**src/rtl/ad9958_cmd_framer.sv**
```systemverilog
// AD9958 command framer: turns register writes into instruction+data SPI frames, runs the serializer
// trigger/busy handshake, then optional IO_UPDATE and idle gap. Optional trigger timeout: AD9958_CMD_FRAMER_TIMEOUT_EN.
module ad9958_cmd_framer #(
    parameter int IOUPD_WIDTH    = 4,
    parameter int GAP_CYCLES     = 2,
    parameter int TIMEOUT_CYCLES = 1024
) (
    input  logic        clock,
    input  logic        reset,
    input  logic        cmd_valid,
    output logic        cmd_ready,
    input  logic [4:0]  cmd_addr,
    input  logic [31:0] cmd_data,
    input  logic        cmd_update,
    output logic        spi_trigger,
    output logic [4:0]  spi_packs,
    output logic [63:0] spi_data,
    input  logic        spi_busy,
    output logic        io_update,
    output logic        busy,
    output logic        err
);

    typedef enum logic [2:0] {IDLE, TRIG, WAIT_DONE, IOUPD, GAP} state_t;

    // With a zero gap the post-frame/post-update target is IDLE directly.
    localparam state_t     POST_STATE = (GAP_CYCLES == 0) ? IDLE : GAP;
    localparam logic [7:0] GAP_LD     = 8'(GAP_CYCLES);
    localparam logic [7:0] IOUPD_LD   = 8'(IOUPD_WIDTH);

    state_t      state, state_nxt;
    logic [7:0]  cnt, cnt_nxt;
    logic        upd, upd_nxt;
    logic [63:0] spi_data_nxt;
    logic [4:0]  spi_packs_nxt;
    logic        err_nxt;

    logic [2:0]  len;
    logic [7:0]  instr;
    logic [63:0] frame;

`ifdef AD9958_CMD_FRAMER_TIMEOUT_EN
    localparam int          TW   = $clog2(TIMEOUT_CYCLES + 1);
    localparam logic [TW-1:0] TMAX = TW'(TIMEOUT_CYCLES - 1);
    logic [TW-1:0] tcnt, tcnt_nxt;
`endif

    // Register data length in bytes; 0 marks an unimplemented address.
    always_comb begin
        len = 3'd0;
        case (cmd_addr)
            5'h00:               len = 3'd1;
            5'h01, 5'h03, 5'h06: len = 3'd3;
            5'h02, 5'h05, 5'h07: len = 3'd2;
            default:             len = (cmd_addr <= 5'h18) ? 3'd4 : 3'd0;
        endcase
    end

    always_comb begin
        instr = {3'b000, cmd_addr};
        frame = '0;
        case (len)
            3'd1:    frame = {48'd0, instr, cmd_data[7:0]};
            3'd2:    frame = {40'd0, instr, cmd_data[15:0]};
            3'd3:    frame = {32'd0, instr, cmd_data[23:0]};
            3'd4:    frame = {24'd0, instr, cmd_data};
            default: frame = '0;
        endcase
    end

    always_comb begin
        state_nxt     = state;
        cnt_nxt       = cnt;
        upd_nxt       = upd;
        spi_data_nxt  = spi_data;
        spi_packs_nxt = spi_packs;
        err_nxt       = 1'b0;
`ifdef AD9958_CMD_FRAMER_TIMEOUT_EN
        tcnt_nxt      = tcnt;
`endif
        cmd_ready   = (state == IDLE);
        busy        = (state != IDLE);
        spi_trigger = (state == TRIG);
        io_update   = (state == IOUPD);

        case (state)
            IDLE: begin
                if (cmd_valid) begin
                    if (len == 3'd0) begin
                        err_nxt = 1'b1;
                    end else begin
                        spi_data_nxt  = frame;
                        spi_packs_nxt = {1'b0, len, 1'b0} + 5'd2;
                        upd_nxt       = cmd_update;
                        state_nxt     = TRIG;
`ifdef AD9958_CMD_FRAMER_TIMEOUT_EN
                        tcnt_nxt      = '0;
`endif
                    end
                end
            end
            TRIG: begin
                if (spi_busy) begin
                    state_nxt = WAIT_DONE;
                end
`ifdef AD9958_CMD_FRAMER_TIMEOUT_EN
                else if (tcnt == TMAX) begin
                    err_nxt   = 1'b1;
                    state_nxt = POST_STATE;
                    cnt_nxt   = GAP_LD;
                end else begin
                    tcnt_nxt = tcnt + 1'b1;
                end
`endif
            end
            WAIT_DONE: begin
                if (!spi_busy) begin
                    if (upd) begin
                        state_nxt = IOUPD;
                        cnt_nxt   = IOUPD_LD;
                    end else begin
                        state_nxt = POST_STATE;
                        cnt_nxt   = GAP_LD;
                    end
                end
            end
            IOUPD: begin
                if (cnt == 8'd1) begin
                    state_nxt = POST_STATE;
                    cnt_nxt   = GAP_LD;
                end else begin
                    cnt_nxt = cnt - 8'd1;
                end
            end
            GAP: begin
                if (cnt == 8'd1) state_nxt = IDLE;
                else             cnt_nxt   = cnt - 8'd1;
            end
            default: state_nxt = IDLE;
        endcase
    end

    always_ff @(posedge clock or posedge reset) begin
        if (reset) begin
            state     <= IDLE;
            cnt       <= '0;
            upd       <= 1'b0;
            spi_data  <= '0;
            spi_packs <= '0;
            err       <= 1'b0;
`ifdef AD9958_CMD_FRAMER_TIMEOUT_EN
            tcnt      <= '0;
`endif
        end else begin
            state     <= state_nxt;
            cnt       <= cnt_nxt;
            upd       <= upd_nxt;
            spi_data  <= spi_data_nxt;
            spi_packs <= spi_packs_nxt;
            err       <= err_nxt;
`ifdef AD9958_CMD_FRAMER_TIMEOUT_EN
            tcnt      <= tcnt_nxt;
`endif
        end
    end

endmodule

```
**config.mk**
```make
export PLATFORM = sky130hd
export DESIGN_NAME = ad9958_cmd_framer
export DESIGN_NICKNAME = d
export VERILOG_FILES = /design/src/rtl/ad9958_cmd_framer.sv
export SDC_FILE = /design/constraint.sdc
export NUM_CORES = 1
export LEC_CHECK = 0
export CORE_MARGIN = 3
export CORE_UTILIZATION = 30
export CTS_CLUSTER_SIZE = 14
export DETAILED_ROUTE_END_ITERATION = 10
export SYNTH_ARGS = -nofsm -noshare
export SYNTH_HDL_FRONTEND = slang
export SYNTH_SLANG_ARGS = --single-unit
```
**constraint.sdc**
```tcl
create_clock -name clock -period 1.8 [get_ports clock]
set_input_delay 0.18 -clock clock [delete_from_list [all_inputs] [get_ports clock]]
set_output_delay 0.18 -clock clock [all_outputs]
set_load 0.03 [all_outputs]
```
**Yosys cells after proc, flatten, opt, wreduce, memory -nomap -nowiden**

Index checks and enable logic that the tools add are counted.
W data, S select, Z words.

- Bits in read-only memories: 0
- Memories kept: 0
- Bits of input ports: 42
- Bits in writable memories: 0
- Bits in registers: 82
- Latch bits: 0

- Eq/ne operators: 22
- Add/sub/neg operators: 2
- Bitwise logic cells: 1
- Divide/modulo/power cells: 0
- Multipliers: 0
- Shift operators: 0
- Magnitude comparators: 1
- Muxes and demuxes: 19
- Reductions and logical operators: 10

Operator list:

| operator | number |
|---|---|
| $pmux W37 S4 | 1 |
| $mux W3 | 9 |
| $mux W8 | 3 |
| $pmux W8 S3 | 1 |
| $eq A5 B3 Y1 const B | 3 |
| $pmux W3 S5 | 1 |
| $eq A3 B2 Y1 const B | 4 |
| $eq A5 B2 Y1 const B | 2 |
| $ne A2 B2 Y1 const B | 5 |
| $pmux W3 S3 | 1 |
| $eq A8 B1 Y1 const B | 1 |
| $sub A8 B1 Y8 const B | 1 |
| $eq A3 B1 Y1 const B | 2 |
| $eq A3 B3 Y1 const B | 2 |
| $logic_not A3 Y1 | 2 |
| $reduce_and A3 Y1 | 2 |
| $reduce_and A6 Y1 | 1 |
| $reduce_bool A3 Y1 | 2 |
| $reduce_or A3 Y1 | 2 |
| $add A4 B2 Y5 const B | 1 |
| $eq A5 B1 Y1 const B | 1 |
| $le A5 B5 Y1 const B | 1 |
| $logic_not A5 Y1 | 1 |
| $ne A2 B1 Y1 const B | 2 |
| 2 further kinds | 4 |

**Longest topological paths before layout**

- Depth after elaboration: 7
- Depth in mapped cells: 11

**Worst setup path after synthesis**

Ideal clock, no wire load.

- Path type: input -> register
- Start: in cmd_addr[0]
- End: reg spi_data[10]
- Data required time: 1.736 ns
- Library setup time: 0.064 ns
- Arrival time: 2.192 ns
- Slack: -0.456 ns
- Stages: 11
- Cells stage by stage: buf_2 > nand2b_1 > xnor2_1 > nor3_1 > ha_1 > ha_1 > buf_1 > nor2_1 > a311oi_2 > a22o_1 > a21o_1

- Cells in the longest elaborated chain, start to end: 6
- Elaborated cells between the ends (all ways): 20
- Those cells by class: order compare (1); eq/ne (10); mux (3); bitwise (1); reduce/logical (5)

Ends and longest elaborated chain:

| what | RTL line | text |
|---|---|---|
| from (decl) | 12 | `input logic [4:0] cmd_addr,` |
| $le A5 B5 Y1, or another cell as far along | 55 | `default: len = (cmd_addr <= 5'h18) ? 3'd4 : 3'd0;` |
| $mux W3 / $reduce_or A3 Y1 (equally long branches) | 55, 51 |  |
| $pmux W3 S3 * | 51 | `case (cmd_addr)` |
| branches (longest 3 deep; another with $pmux W37 S4) | -- |  |
| to (signal assigned) | 158 | `spi_data <= spi_data_nxt;` |
| to (decl) | 17 | `output logic [63:0] spi_data,` |

Every way passes the cells marked *.
A chain may end at the register's enable or synchronous reset.

**Worst setup path in the final report**

- Start: reg cnt[4]
- End: reg cnt[5]

- Cells in the longest elaborated chain, start to end: 3
- Elaborated cells between the ends (all ways): 7
- Those cells by class: add/sub (1); eq/ne (2); mux (3); reduce/logical (1)

Ends and longest elaborated chain:

| what | RTL line | text |
|---|---|---|
| from (decl) | 32 | `logic [7:0] cnt, cnt_nxt;` |
| from (signal assigned) | 156 | `cnt <= cnt_nxt;` |
| $sub A8 B1 Y8 / $eq A8 B1 Y1 (equally long branches) | -- |  |
| $mux W8, or another cell as far along | 136 | `if (cnt == 8'd1) state_nxt = IDLE;` |
| $pmux W8 S3 / $reduce_and A3 Y1 (equally long branches) | -- |  |

Parallel ways exist; a longest one is shown, timed or not. The select of a mux whose other input is x is not followed.

==> metrics.md <==
| Metric | Value |
|---|---|
| CP startpoint | `cnt[4]$_DFFE_PP0P_` |
| Initial DRC count | `51` |
| Number of top-level pins | `116` |
| Synthesized netlist cell count | `284` |
| Starting Density | `0.312` |
| Min Tclk post-route | `1.76 ns` |
| Routed Antenna Nets | `0` |
| Yosys reg bits | `54` |
| CTS sink cnt | `54` |
| CP endpoint | `cnt[5]$_DFFE_PP0P_` |
| Worst path required time | `1.99 ns` |
| Routed len/inst | `14.6 um` |
| IO buf count | `87` |
| Fin. max-slew vios | `0` |
| Ys async rst share | `1.00` |
| Die height | `105 um` |
| Root Buffer | `clkbuf_8` |
| Gr usage total | `0.145` |
| Setup TNS Final | `0 ns` |
| Routability cong. | `0.823` |
| CP Launch Type | `flop` |
| Remaining DRCs | `0` |
| Reg area | `1350 um2` |
| Post-synthesis sequential area ratio | `0.462` |
| CTS H-tree depth | `2` |
| CTS tree | `done` |
| First-pass DRT Iterations | `4` |
| Area delta synth->final | `55.4%` |
| R2R Setup Slk | `0.04 ns` |
| Status | `completed` |
| Number of antenna violations at the first check in global routing | `0` |
| Dominant cells by area after synthesis | `dfrtp_1 (46%), a22o_1 (9.9%), buf_4 (7.7%)` |
| Avg Cell Area, Syn | `10.3 um2` |
| VDD IR max | `0.752 mV` |
| Post-Synthesis Cell Area | `2920 um2` |
| Core area | `9370 um2` |
| HPWL after detailed placement | `6.15 mm` |
| Final Net Count | `464` |
| Most frequent cells in the layout | `clkdlybuf4s50_1 (78), dfrtp_1 (54), buf_4 (54), a22o_1 (33), conb_1 (28)` |
| Critical path type | `reg2reg` |
| Share of the synthesized area in the top cell type | `0.462` |
| Post-DR vias/cell | `4.73` |
| Area of the multi-input gates | `1550 um2` |
| ANT cells | `0` |
| RR Endpoint | `cnt[5]$_DFFE_PP0P_` |
| WL final | `7.99 mm` |
| Synthesis Warnings | `0` |
| Worst-skew pair later-pin latency | `0.31 ns` |
| Vias in the first global route | `2576` |
| Pwr per Cell Area | `1590 nW/um2` |
| CP Capture Type | `flop` |
| Via count | `2584` |
| Largest net degree at the start of global routing | `32` |
| RSZ-0062 raised after global routing | `true` |
| CTS Buf Count | `5` |
| DIE WIDTH | `105 um` |
| FF-to-FF path depth | `4` |
| Reg clk slew, reported paths | `0.10 ns` |
| Leakage | `0.00200 uW` |
| Post-synth top area cell | `dfrtp_1` |
| Hold Vio Cnt, Final | `0` |
| DP Worst Slack | `-0.610 ns` |
| Final Util | `0.485` |
| F_max | `0.570 GHz` |
| Rows | `35` |
| Clk_skew | `0.0126 ns` |
| First-pass GRT wire length | `13.2 mm` |
| WP data arrival | `1.94 ns` |
| GRT Residual Overflow | `0` |
| CTS Buffer Depth | `2` |
| Setup slack after layout | `0.0446 ns` |
| Final worst path period share | `0.975` |
| Synth unique cells | `56` |
| Tightest Hold Check Type | `in2async` |
| Setup violations, final | `0` |
| EDFF count, synth | `0` |
| Die area | `11000 um2` |
| Worst r2r src | `cnt[4]$_DFFE_PP0P_` |
| Max cap viols | `0` |
| Synth Flop Type | `dfrtp_1` |
| Most common cell after layout, fill and taps aside | `clkdlybuf4s50_1` |
| CP max FO | `9` |
| Layout cells sized above 1 | `0.276` |
| Fillers | `882` |
cells by family (layout without fill, tap and decap cells):
| family | count (synthesis) | count (layout) | synth area share |
|---|---|---|---|
| adder cells (fa/ha/maj) | 6 | 6 | 0.0257 |
| other | 1 | 28 | 0.00128 |
| AO/OA/AOI/OAI | 91 | 91 | 0.249 |
| multiplexers | 3 | 3 | 0.0103 |
| XOR/XNOR | 2 | 2 | 0.00599 |
| flip-flops | 54 | 54 | 0.462 |
| buffers and inverters | 58 | 164 | 0.119 |
| AND/OR/NAND/NOR | 69 | 69 | 0.128 |
synth_stat cells, types with 4 or more instances:
cell / number
buf_2: 7
ha_1: 6
inv_1: 12
nand2b_1: 5
a22o_1: 33
nand3_1: 6
nand2_1: 21
nor2_1: 9
nor3_1: 8
dfrtp_1: 54
clkbuf_1: 7
o21ai_0: 18
a21oi_1: 5
and2_1: 4
buf_4: 30
cell type report:
type                            instances  area share
Multi-Input combinational cell        199       0.340
Tap cell                              129      0.0355
Clock inverter                          2     0.00826
Clock buffer                            6      0.0160
Inverter                               12      0.0110
Sequential cell                        54       0.297
Timing Repair Buffer                  144       0.292
per-layer routing:
| layer | vias up | routed length [um] | global-route usage |
|---|---|---|---|
| met2 | 89 | 3960 | 0.248 |
| met5 | - | 0 | 0 |
| met1 | 1241 | 3530 | 0.193 |
| met4 | 0 | 76 | 0.0244 |
| li1 | 1244 | - | - |
| met3 | 10 | 421 | 0.0284 |
through the flow:
stage	hold WS, ns	cell area [um2]	cells	total power, uW
floorplan	0.297	3180	311	4580
global placement	0.468	4270	532	6150
detailed placement	0.469	4270	532	6210
CTS	0.250	4430	542	7100
global route	0.273	4540	546	7700
finish	0.235	4540	546	7230
sequential cells by signal, indices dropped and copies added (netlist names):
| register | count |
|---|---|
| err | 1 |
| upd | 1 |
| cnt | 8 |
| spi_packs | 4 |
| state | 3 |
| spi_data | 37 |
worst min path at each step:
stage                               end  cells after the start  slack [ns]
3_3_place_gp   spi_packs[2]$_DFFE_PP0P_                      2        0.47
2_1_floorplan           upd$_DFFE_PP0P_                      2        0.30
4_1_cts            state[2]$_DFFE_PP0P_                      3        0.25
6_report           state[1]$_DFFE_PP0P_                      3        0.24
5_1_grt        spi_data[34]$_DFFE_PP0P_                      2        0.27
3_5_place_dp   spi_data[15]$_DFFE_PP0P_                      2        0.47
critical path, stage by stage (launching register included):
cell      delay (ns)
dfrtp_1         0.39
or4_4           0.63
o31a_2          0.40
o21bai_1        0.14
mux2i_1         0.09
power by group:
group / switching (uW) / internal (uW)
clock: 405 / 416
combinational: 2350 / 2030
sequential: 301 / 1720
total: 3060 / 4170
what timing repair did:
| action | 4_1_cts | 5_1_grt |
|---|---|---|
| pin swaps | 8 | 14 |
| setup buffers | 2 | 4 |
| endpoints found under the setup margin | 48 | 24 |
| gates resized for setup | 17 | 26 |
| hold buffers | 0 | 0 |
Note: power is estimated with default switching activity, not from simulation.
